<file path="src/rtl/imem_boot_loader.sv">
// Loads a byte-streamed, XOR-checksummed program into instruction memory, then releases the CPU.
// Latency: one write cycle after each 4th data byte; byte_ready drops during that write cycle.
// Backpressure: bytes move only on byte_valid & byte_ready; start aborts and discards a same-cycle byte.
module imem_boot_loader #(
    parameter int DEPTH = 1024,
    parameter int CNT_W = 16
) (
    input  logic             clk,
    input  logic             rst_n,
    input  logic             start,
    input  logic             byte_valid,
    input  logic [7:0]       byte_data,
    output logic             byte_ready,
    input  logic [31:0]      pc,
    output logic [31:0]      imem_addr,
    output logic             imem_we,
    output logic [31:0]      imem_wdata,
    output logic             cpu_run,
    output logic             busy,
    output logic             load_done,
    output logic             load_err,
    output logic [CNT_W-1:0] words_loaded
);
    localparam int IDX_W = $clog2(DEPTH);

    typedef enum logic [2:0] {IDLE, HDR_HI, HDR_LO, DATA, CHK, RUN, ERROR} state_t;

    state_t           state;
    logic [7:0]       hdr_hi;
    logic [CNT_W-1:0] count;
    logic [IDX_W-1:0] idx;
    logic [1:0]       bcnt;
    logic [7:0]       csum;
    logic [23:0]      asm_q;
    logic [31:0]      waddr;
    logic [15:0]      count_n;
    logic             xfer;

    assign busy       = (state == HDR_HI) || (state == HDR_LO) || (state == DATA) || (state == CHK);
    assign byte_ready = busy && !imem_we;
    // start wins over a handshake in the same cycle, so that byte is dropped
    assign xfer       = byte_valid && byte_ready && !start;
    assign cpu_run    = (state == RUN);
    assign imem_addr  = cpu_run ? pc : waddr;
    assign count_n    = {hdr_hi, byte_data};

    always_ff @(posedge clk or negedge rst_n) begin
        if (!rst_n) begin
            state        <= IDLE;
            hdr_hi       <= '0;
            count        <= '0;
            idx          <= '0;
            bcnt         <= '0;
            csum         <= '0;
            asm_q        <= '0;
            waddr        <= '0;
            imem_we      <= 1'b0;
            imem_wdata   <= '0;
            load_done    <= 1'b0;
            load_err     <= 1'b0;
            words_loaded <= '0;
        end else begin
            imem_we <= 1'b0;
            if (start) begin
                state        <= HDR_HI;
                idx          <= '0;
                bcnt         <= '0;
                csum         <= '0;
                load_done    <= 1'b0;
                load_err     <= 1'b0;
                words_loaded <= '0;
            end else begin
                case (state)
                    HDR_HI: if (xfer) begin
                        hdr_hi <= byte_data;
                        csum   <= csum ^ byte_data;
                        state  <= HDR_LO;
                    end
                    HDR_LO: if (xfer) begin
                        csum  <= csum ^ byte_data;
                        count <= CNT_W'(count_n);
                        if (32'(count_n) > DEPTH) begin
                            state    <= ERROR;
                            load_err <= 1'b1;
                        end else if (count_n == 16'd0) begin
                            state <= CHK;
                        end else begin
                            state <= DATA;
                        end
                    end
                    DATA: begin
                        if (imem_we) begin
                            // idx wraps only after the final word of a DEPTH-sized load
                            idx          <= idx + IDX_W'(1);
                            words_loaded <= words_loaded + CNT_W'(1);
                            if (words_loaded + CNT_W'(1) == count)
                                state <= CHK;
                        end else if (xfer) begin
                            csum <= csum ^ byte_data;
                            bcnt <= bcnt + 2'd1;
                            if (bcnt == 2'd3) begin
                                imem_we    <= 1'b1;
                                imem_wdata <= {asm_q, byte_data};
                                waddr      <= 32'({idx, 2'b00});
                            end else begin
                                asm_q <= {asm_q[15:0], byte_data};
                            end
                        end
                    end
                    CHK: if (xfer) begin
                        if (byte_data == csum) begin
                            state     <= RUN;
                            load_done <= 1'b1;
                        end else begin
                            state    <= ERROR;
                            load_err <= 1'b1;
                        end
                    end
                    default: ;
                endcase
            end
        end
    end
endmodule
</file>
<file path="config.mk">
export PLATFORM = sky130hd
export DESIGN_NAME = imem_boot_loader
export DESIGN_NICKNAME = d
export VERILOG_FILES = /design/src/rtl/imem_boot_loader.sv
export SDC_FILE = /design/constraint.sdc
export NUM_CORES = 1
export LEC_CHECK = 0
export CORE_AREA = 5 5 150 188
export CTS_BUF_LIST = sky130_fd_sc_hd__clkbuf_8
export DETAILED_ROUTE_END_ITERATION = 10
export DIE_AREA = 0 0 155 193
export DONT_BUFFER_PORTS = 1
export PLACE_DENSITY = 0.39
export REMOVE_ABC_BUFFERS = 1
export SYNTH_ARGS = -nofsm -noshare
export SYNTH_HDL_FRONTEND = slang
export SYNTH_SLANG_ARGS = --single-unit
export TNS_END_PERCENT = 50
</file>
<file path="constraint.sdc">
create_clock -name clk -period 2.6 [get_ports clk]
set_input_delay 0.26 -clock clk [delete_from_list [all_inputs] [get_ports clk]]
set_output_delay 0.26 -clock clk [all_outputs]
set_load 0.02 [all_outputs]
</file>
==> impl_metrics.env, run 1 <==
export IMPL_drv_slew=0
export IMPL_rows=67
export IMPL_placed_area_um2=6900
export IMPL_hold_ws_ns=-0.491
export IMPL_clk_pin_slew_ns=0.09
export IMPL_cts_tree="yes"
export IMPL_seqPwrFrac=0.468
export IMPL_p_sw_frac=0.311
export IMPL_clockBufferDepth=2
export IMPL_antenna_found_initial=0
export IMPL_cts_resized=0
export IMPL_ir_worst_vdd_mv=0.346
export IMPL_hold_path_class="in -> async"
export IMPL_powerDensity_nw_per_um2=833
export IMPL_drc=0
export IMPL_pwr_share_comb=0.213
export IMPL_synthFlopType="dfrtp_1"
export IMPL_violations="hold timing"
export IMPL_viasPerCell=4.46
export IMPL_synth_cell_types=52
export IMPL_wire_per_inst_um=16.6
export IMPL_setup_violations=0
export IMPL_area_growth_pct=15.4
export IMPL_post_route_min_period_ns=2.31
export IMPL_setup_tns_ns=0
export IMPL_clk_latency_ns=0.44
export IMPL_critPathCaptureType="output port"
export IMPL_cp_max_fo=33
export IMPL_layout_drive_gt1_share=0.185
export IMPL_slew_headroom=0.600
export IMPL_finalHoldViolCount=132
export IMPL_htreeDepth=4
export IMPL_synth_edff_count=0
export IMPL_final_area_um2=7440
export IMPL_critPathArrivalTime_ns=2.05
export IMPL_vias=4571
export IMPL_grt_first_pass_wirelength_mm=27.0
export IMPL_antenna_cells=0
export IMPL_synth_area_leaders="dfrtp_1, mux2_2, nand2_1"
export IMPL_reg2reg_from="state[1]"
export IMPL_start_util=0.244
export IMPL_ys_seq_area_frac=0.512
export IMPL_port_buffers=0
export IMPL_yosysTopAreaCellShare=0.512
export IMPL_async_flop_share=1.00
export IMPL_die_x_um=155
export IMPL_yosysTopAreaCell="dfrtp_1"
export IMPL_postSynthAreaPerCell_um2=9.91
export IMPL_die_y_um=193
export IMPL_dp_slack_ns=0.345
export IMPL_fin_nets=714
export IMPL_final_antenna_net_count=0
export IMPL_worstSetupStartpoint="state[1]"
export IMPL_max_freq_mhz=433
export IMPL_cts_root_buf="clkbuf_8"
export IMPL_drv_cap=0
export IMPL_ys_ff_latch=132
export IMPL_required_ns=2.34
export IMPL_total_power_mw=6.20
export IMPL_clock_sinks=132
export IMPL_ys_warn_count=0
export IMPL_p_switching_mw=1.93
export IMPL_gr_total_overflow=0
export IMPL_ios=130
export IMPL_drt_first_iter_violations=174
export IMPL_worst_slack_ns=0.291
export IMPL_start_kind="register"
export IMPL_outcome="finished, violations left"
export IMPL_syn_area_um2=6450
export IMPL_grt_max_degree=133
export IMPL_period_share=0.888
export IMPL_hpwlAfterDp_mm=11.3
export IMPL_netlist_instances=651
export IMPL_critPathKind="reg -> out"
export IMPL_firstDrtPassIters=4
export IMPL_cts_buffers=17
export IMPL_grt_total_usage=0.116
export IMPL_core_um2=26400
export IMPL_dieArea_um2=29900
export IMPL_final_cell_count_no_fill=1025
export IMPL_worst_slew_pin_slew_ns=0.593
export IMPL_internal_power_mw=4.27
export IMPL_postCtsSetupRepairBufs=0
export IMPL_grt_pass1_vias=4776
export IMPL_placed_cells=984
export IMPL_globalplace_congestion=0.821
export IMPL_hold_buffers=9
export IMPL_totalWireLength_mm=17.0
export IMPL_pwr_share_clk=0.319
export IMPL_rsz0062_at_grt="false"
export IMPL_finClkSkew_ns=0.0232
export IMPL_leakagePower_nw=3.42
[cells by family (layout without fill, tap and decap cells)]
group                    Yosys count  in the layout  synth area share
AND/OR/NAND/NOR                  306            306             0.222
flip-flops                       132            132             0.512
multiplexers                      61             61             0.106
XOR/XNOR                          56             56            0.0760
AO/OA/AOI/OAI                     49             49            0.0465
buffers and inverters             44             73            0.0320
adder cells (fa/ha/maj)            3              3           0.00582
[area by class of cell]
class	count	area (um^2)
flip-flops and latches	132	3300
repair buffers	34	288
multi-input cells	475	2950
clock buffers	18	248
fillers	2779	19000
clock inverters	14	201
well taps	345	432
inverters	7	26.3
[final timing paths]
| kind | end | slack, ns | cells past startpoint |
|---|---|---|---|
| worst max-delay path | imem_addr[8] | 0.29 | 4 |
| worst min-delay path | asm_q[17] | -0.49 | 0 |
| worst max register to register | asm_q[13] | 0.36 | 7 |
| worst min register to register | imem_wdata[26] | 0.47 | 2 |
| max in group asynchronous | words_loaded[6] | 2.82 | 0 |
| min in group clk | csum[3] | 0.05 | 3 |
[worst max-delay path: stages (launching register included)]
cell	delay, ns
dfrtp_1	0.50
nand2b_1	0.23
nor2_2	0.09
buf_4	0.33
mux2_2	0.45
[registers in the layout, indices dropped and copies added, names as in the netlist]
| signal | flops |
|---|---|
| load_err | 1 |
| hdr_hi | 8 |
| csum | 8 |
| waddr | 10 |
| load_done | 1 |
| idx | 10 |
| asm_q | 24 |
| imem_wdata | 32 |
| state | 3 |
| words_loaded | 16 |
| count | 16 |
| imem_we | 1 |
| bcnt | 2 |
[metal layers]
| metal | global-route usage | up-vias | share of wire |
|---|---|---|---|
| li1 | - | 2201 | - |
| met5 | 0 | - | 0 |
| met4 | 0.0367 | 0 | 0.020 |
| met3 | 0.0339 | 22 | 0.066 |
| met2 | 0.187 | 138 | 0.47 |
| met1 | 0.149 | 2210 | 0.44 |
[cells in the mapped netlist, types with 2 or more instances]
library cell	number
o31ai_1	2
mux2_2	56
and4_4	2
nand3_1	20
a311oi_1	2
dfrtp_1	132
nor2_1	45
nor3_1	10
xor2_1	31
mux2_1	4
nor2b_1	4
o31a_1	2
nand2_1	159
inv_1	6
nor4_1	4
a31oi_1	3
buf_2	14
xnor2_1	25
o21ai_0	13
clkbuf_1	17
o22ai_1	3
a21oi_1	15
nand2b_1	7
nor3b_1	4
ha_1	3
and3_1	7
buf_4	4
and2_1	22
nand4_1	7
and4_1	2
nor3_4	2
or3_1	4
[metrics by stage]
step | hold slack, ns | utilization
2_1_floorplan | -0.0356 | -
3_3_place_gp | -0.0292 | 0.261
3_5_place_dp | -0.0310 | 0.261
4_1_cts | -0.531 | 0.282
5_1_grt | -0.544 | 0.282
6_report | -0.491 | 0.282
[cell usage in the layout (no fill, tap or decap), types with 3 or more instances in the layout]
master	synthesis	final
buf_4	4	25
and2_1	22	22
dfrtp_1	132	132
inv_1	6	7
nor2_1	45	44
a21oi_1	15	15
clkbuf_8	0	18
nor2b_1	4	4
and3_1	7	7
ha_1	3	3
a31oi_1	3	3
or3_1	4	4
xnor2_1	25	25
mux2_1	4	4
bufinv_16	0	4
nand4_1	7	7
o22ai_1	3	3
nand3_1	20	20
nor3b_1	4	4
xor2_1	31	31
nand2b_1	7	7
clkinv_4	0	6
nor4_1	4	4
mux2_2	56	56
nand2_1	159	159
o21ai_0	13	13
dlygate4sd3_1	0	8
nor3_1	10	10
[power groups by stage]
stage | Sequential (mW) | Clock, mW | Combinational, mW
final | 2.90 | 1.98 | 1.32
after global routing | 2.97 | 2.15 | 1.47
after CTS | 2.91 | 2.05 | 1.34
after detailed placement | 2.95 | 0 | 1.30
after global placement | 2.93 | 0 | 1.27
after floorplan | 2.81 | 0 | 1.09
Note: power is estimated with default switching activity, not from simulation.
==> inputs of run 2 (changes only) <==
--- a/config.mk
+++ b/config.mk
@@ -5,12 +5,15 @@
 export SDC_FILE = /design/constraint.sdc
 export NUM_CORES = 1
 export LEC_CHECK = 0
+export CELL_PAD_IN_SITES_DETAIL_PLACEMENT = 0
+export CELL_PAD_IN_SITES_GLOBAL_PLACEMENT = 1
 export CORE_AREA = 5 5 150 188
 export CTS_BUF_LIST = sky130_fd_sc_hd__clkbuf_8
 export DETAILED_ROUTE_END_ITERATION = 10
 export DIE_AREA = 0 0 155 193
 export DONT_BUFFER_PORTS = 1
-export PLACE_DENSITY = 0.39
+export PLACE_DENSITY = 0.47
+export RECOVER_POWER = 100
 export REMOVE_ABC_BUFFERS = 1
 export SYNTH_ARGS = -nofsm -noshare
 export SYNTH_HDL_FRONTEND = slang
==> impl_metrics.env, run 2 (synthesis results as in run 1) <==
export IMPL_layout_commonest_cell="nand2_1"
export IMPL_slowest_delay_ns=0.60
export IMPL_internal_power_mw=4.47
export IMPL_worst_r2r_path_depth=7
export IMPL_die_x_um=155
export IMPL_die_y_um=193
export IMPL_max_freq_mhz=415
export IMPL_area_growth_pct=14.7
export IMPL_grt_use_met3=0.0310
export IMPL_firstDrtPassIters=4
export IMPL_use_met2=0.193
export IMPL_clockBufferDepth=2
export IMPL_hold_ws_ns=-0.484
export IMPL_cts_resized=0
export IMPL_post_route_min_period_ns=2.41
export IMPL_drt_first_iter_violations=135
export IMPL_grt_total_usage=0.113
export IMPL_period_share=0.927
export IMPL_outcome="finished, violations left"
export IMPL_hold_path_class="in -> async"
export IMPL_ios=130
export IMPL_critPathArrivalTime_ns=2.15
export IMPL_port_buffers=0
export IMPL_hold_buffers=9
export IMPL_seqPwrFrac=0.459
export IMPL_biggestRegsByFlops="imem_wdata: 32 flops, asm_q: 24 flops"
export IMPL_cts_tree="yes"
export IMPL_cts_root_buf="clkbuf_8"
export IMPL_drv_cap=0
export IMPL_dieArea_um2=29900
export IMPL_grt_use_met1=0.141
export IMPL_gr_total_overflow=0
export IMPL_start_kind="register"
export IMPL_core_um2=26400
export IMPL_ir_worst_vdd_mv=0.309
export IMPL_violations="hold timing"
export IMPL_grt_first_pass_wirelength_mm=26.5
export IMPL_viasPerCell=4.44
export IMPL_cp_max_fo=33
export IMPL_final_area_um2=7400
export IMPL_fin_nets=713
export IMPL_dp_slack_ns=0.225
export IMPL_drc=0
export IMPL_worst_slew_pin_slew_ns=0.736
export IMPL_finish_utilization=0.280
export IMPL_total_power_mw=6.33
export IMPL_rsz0062_at_grt="false"
export IMPL_finalHoldViolCount=132
export IMPL_vias=4547
export IMPL_rows=67
export IMPL_layout_drive_gt1_share=0.156
export IMPL_required_ns=2.34
export IMPL_cts_buffers=17
export IMPL_clk_pin_slew_ns=0.08
export IMPL_clk_latency_ns=0.44
export IMPL_drv_slew=0
export IMPL_p_sw_frac=0.294
export IMPL_fill_cells=2792
export IMPL_antenna_cells=0
export IMPL_setup_violations=0
export IMPL_largest_register_ffs=32
export IMPL_leakagePower_nw=3.33
export IMPL_antenna_found_initial=0
export IMPL_cp_cell_sequence="inv_1 -> nor2_2 -> buf_4 -> mux2_1"
export IMPL_regMostFlops="imem_wdata"
export IMPL_start_util=0.244
export IMPL_clock_sinks=132
export IMPL_totalWireLength_mm=17.0
export IMPL_placed_cells=983
export IMPL_globalplace_congestion=0.794
export IMPL_pwr_share_clk=0.337
export IMPL_worst_slack_ns=0.189
export IMPL_wire_per_inst_um=16.6
export IMPL_htreeDepth=4
export IMPL_pwr_share_comb=0.204
export IMPL_critPathKind="reg -> out"
export IMPL_postCtsSetupRepairBufs=0
export IMPL_slowest_stage="dfrtp_1"
export IMPL_setup_tns_ns=0
export IMPL_placed_area_um2=6900
export IMPL_slew_headroom=0.508
export IMPL_busiest_layer="met2"
export IMPL_finClkSkew_ns=0.0160
export IMPL_p_switching_mw=1.86
export IMPL_grt_max_degree=133
export IMPL_hpwlAfterDp_mm=11.3
export IMPL_final_cell_mix="nand2_1, dfrtp_1, mux2_2, nor2_1, xor2_1"
export IMPL_critPathCaptureType="output port"
export IMPL_powerDensity_nw_per_um2=855
export IMPL_grt_pass1_vias=4702
export IMPL_final_cell_count_no_fill=1023
export IMPL_final_antenna_net_count=0
-- run 2: per-layer routing --
layer | share of wire | routed length [um] | vias up
met3 | 0.065 | 1100 | 15
li1 | - | - | 2194
met5 | 0 | 0 | -
met2 | 0.49 | 8330 | 122
met1 | 0.43 | 7330 | 2216
met4 | 0.015 | 252 | 0
-- run 2: final timing paths --
path,startpoint,to,slack (ns)
worst max-delay path,state[0],imem_addr[4],0.19
worst min-delay path,rst_n,waddr[7],-0.48
worst max register to register,state[0],idx[9],0.28
worst min register to register,waddr[2],waddr[2],0.48
max in group asynchronous,rst_n,asm_q[3],2.85
min in group clk,byte_data[3],csum[3],0.05
-- run 2: worst max-delay path: cells and delay by family (launching register included) --
kind                   cells  cell delay [ns]
multiplexers               1             0.46
buffers and inverters      2             0.52
AND/OR/NAND/NOR            1             0.13
flip-flops                 1             0.60
-- run 2: area by class of cell --
cell class	count	area (um^2)	area share
Sequential cell	132	3300	0.446
Clock inverter	12	225	0.0304
Clock buffer	19	262	0.0353
Timing Repair Buffer	33	231	0.0313
Tap cell	345	432	0.0583
Inverter	7	26.3	0.00355
Multi-Input combinational cell	475	2920	0.395
-- run 2: power groups by stage --
stage	logic [mW]	registers [mW]	clock network (mW)
after detailed placement	1.29	2.95	0
after global routing	1.44	2.98	2.31
after CTS	1.34	2.91	2.22
final	1.29	2.90	2.13
after global placement	1.27	2.94	0
after floorplan	1.09	2.81	0
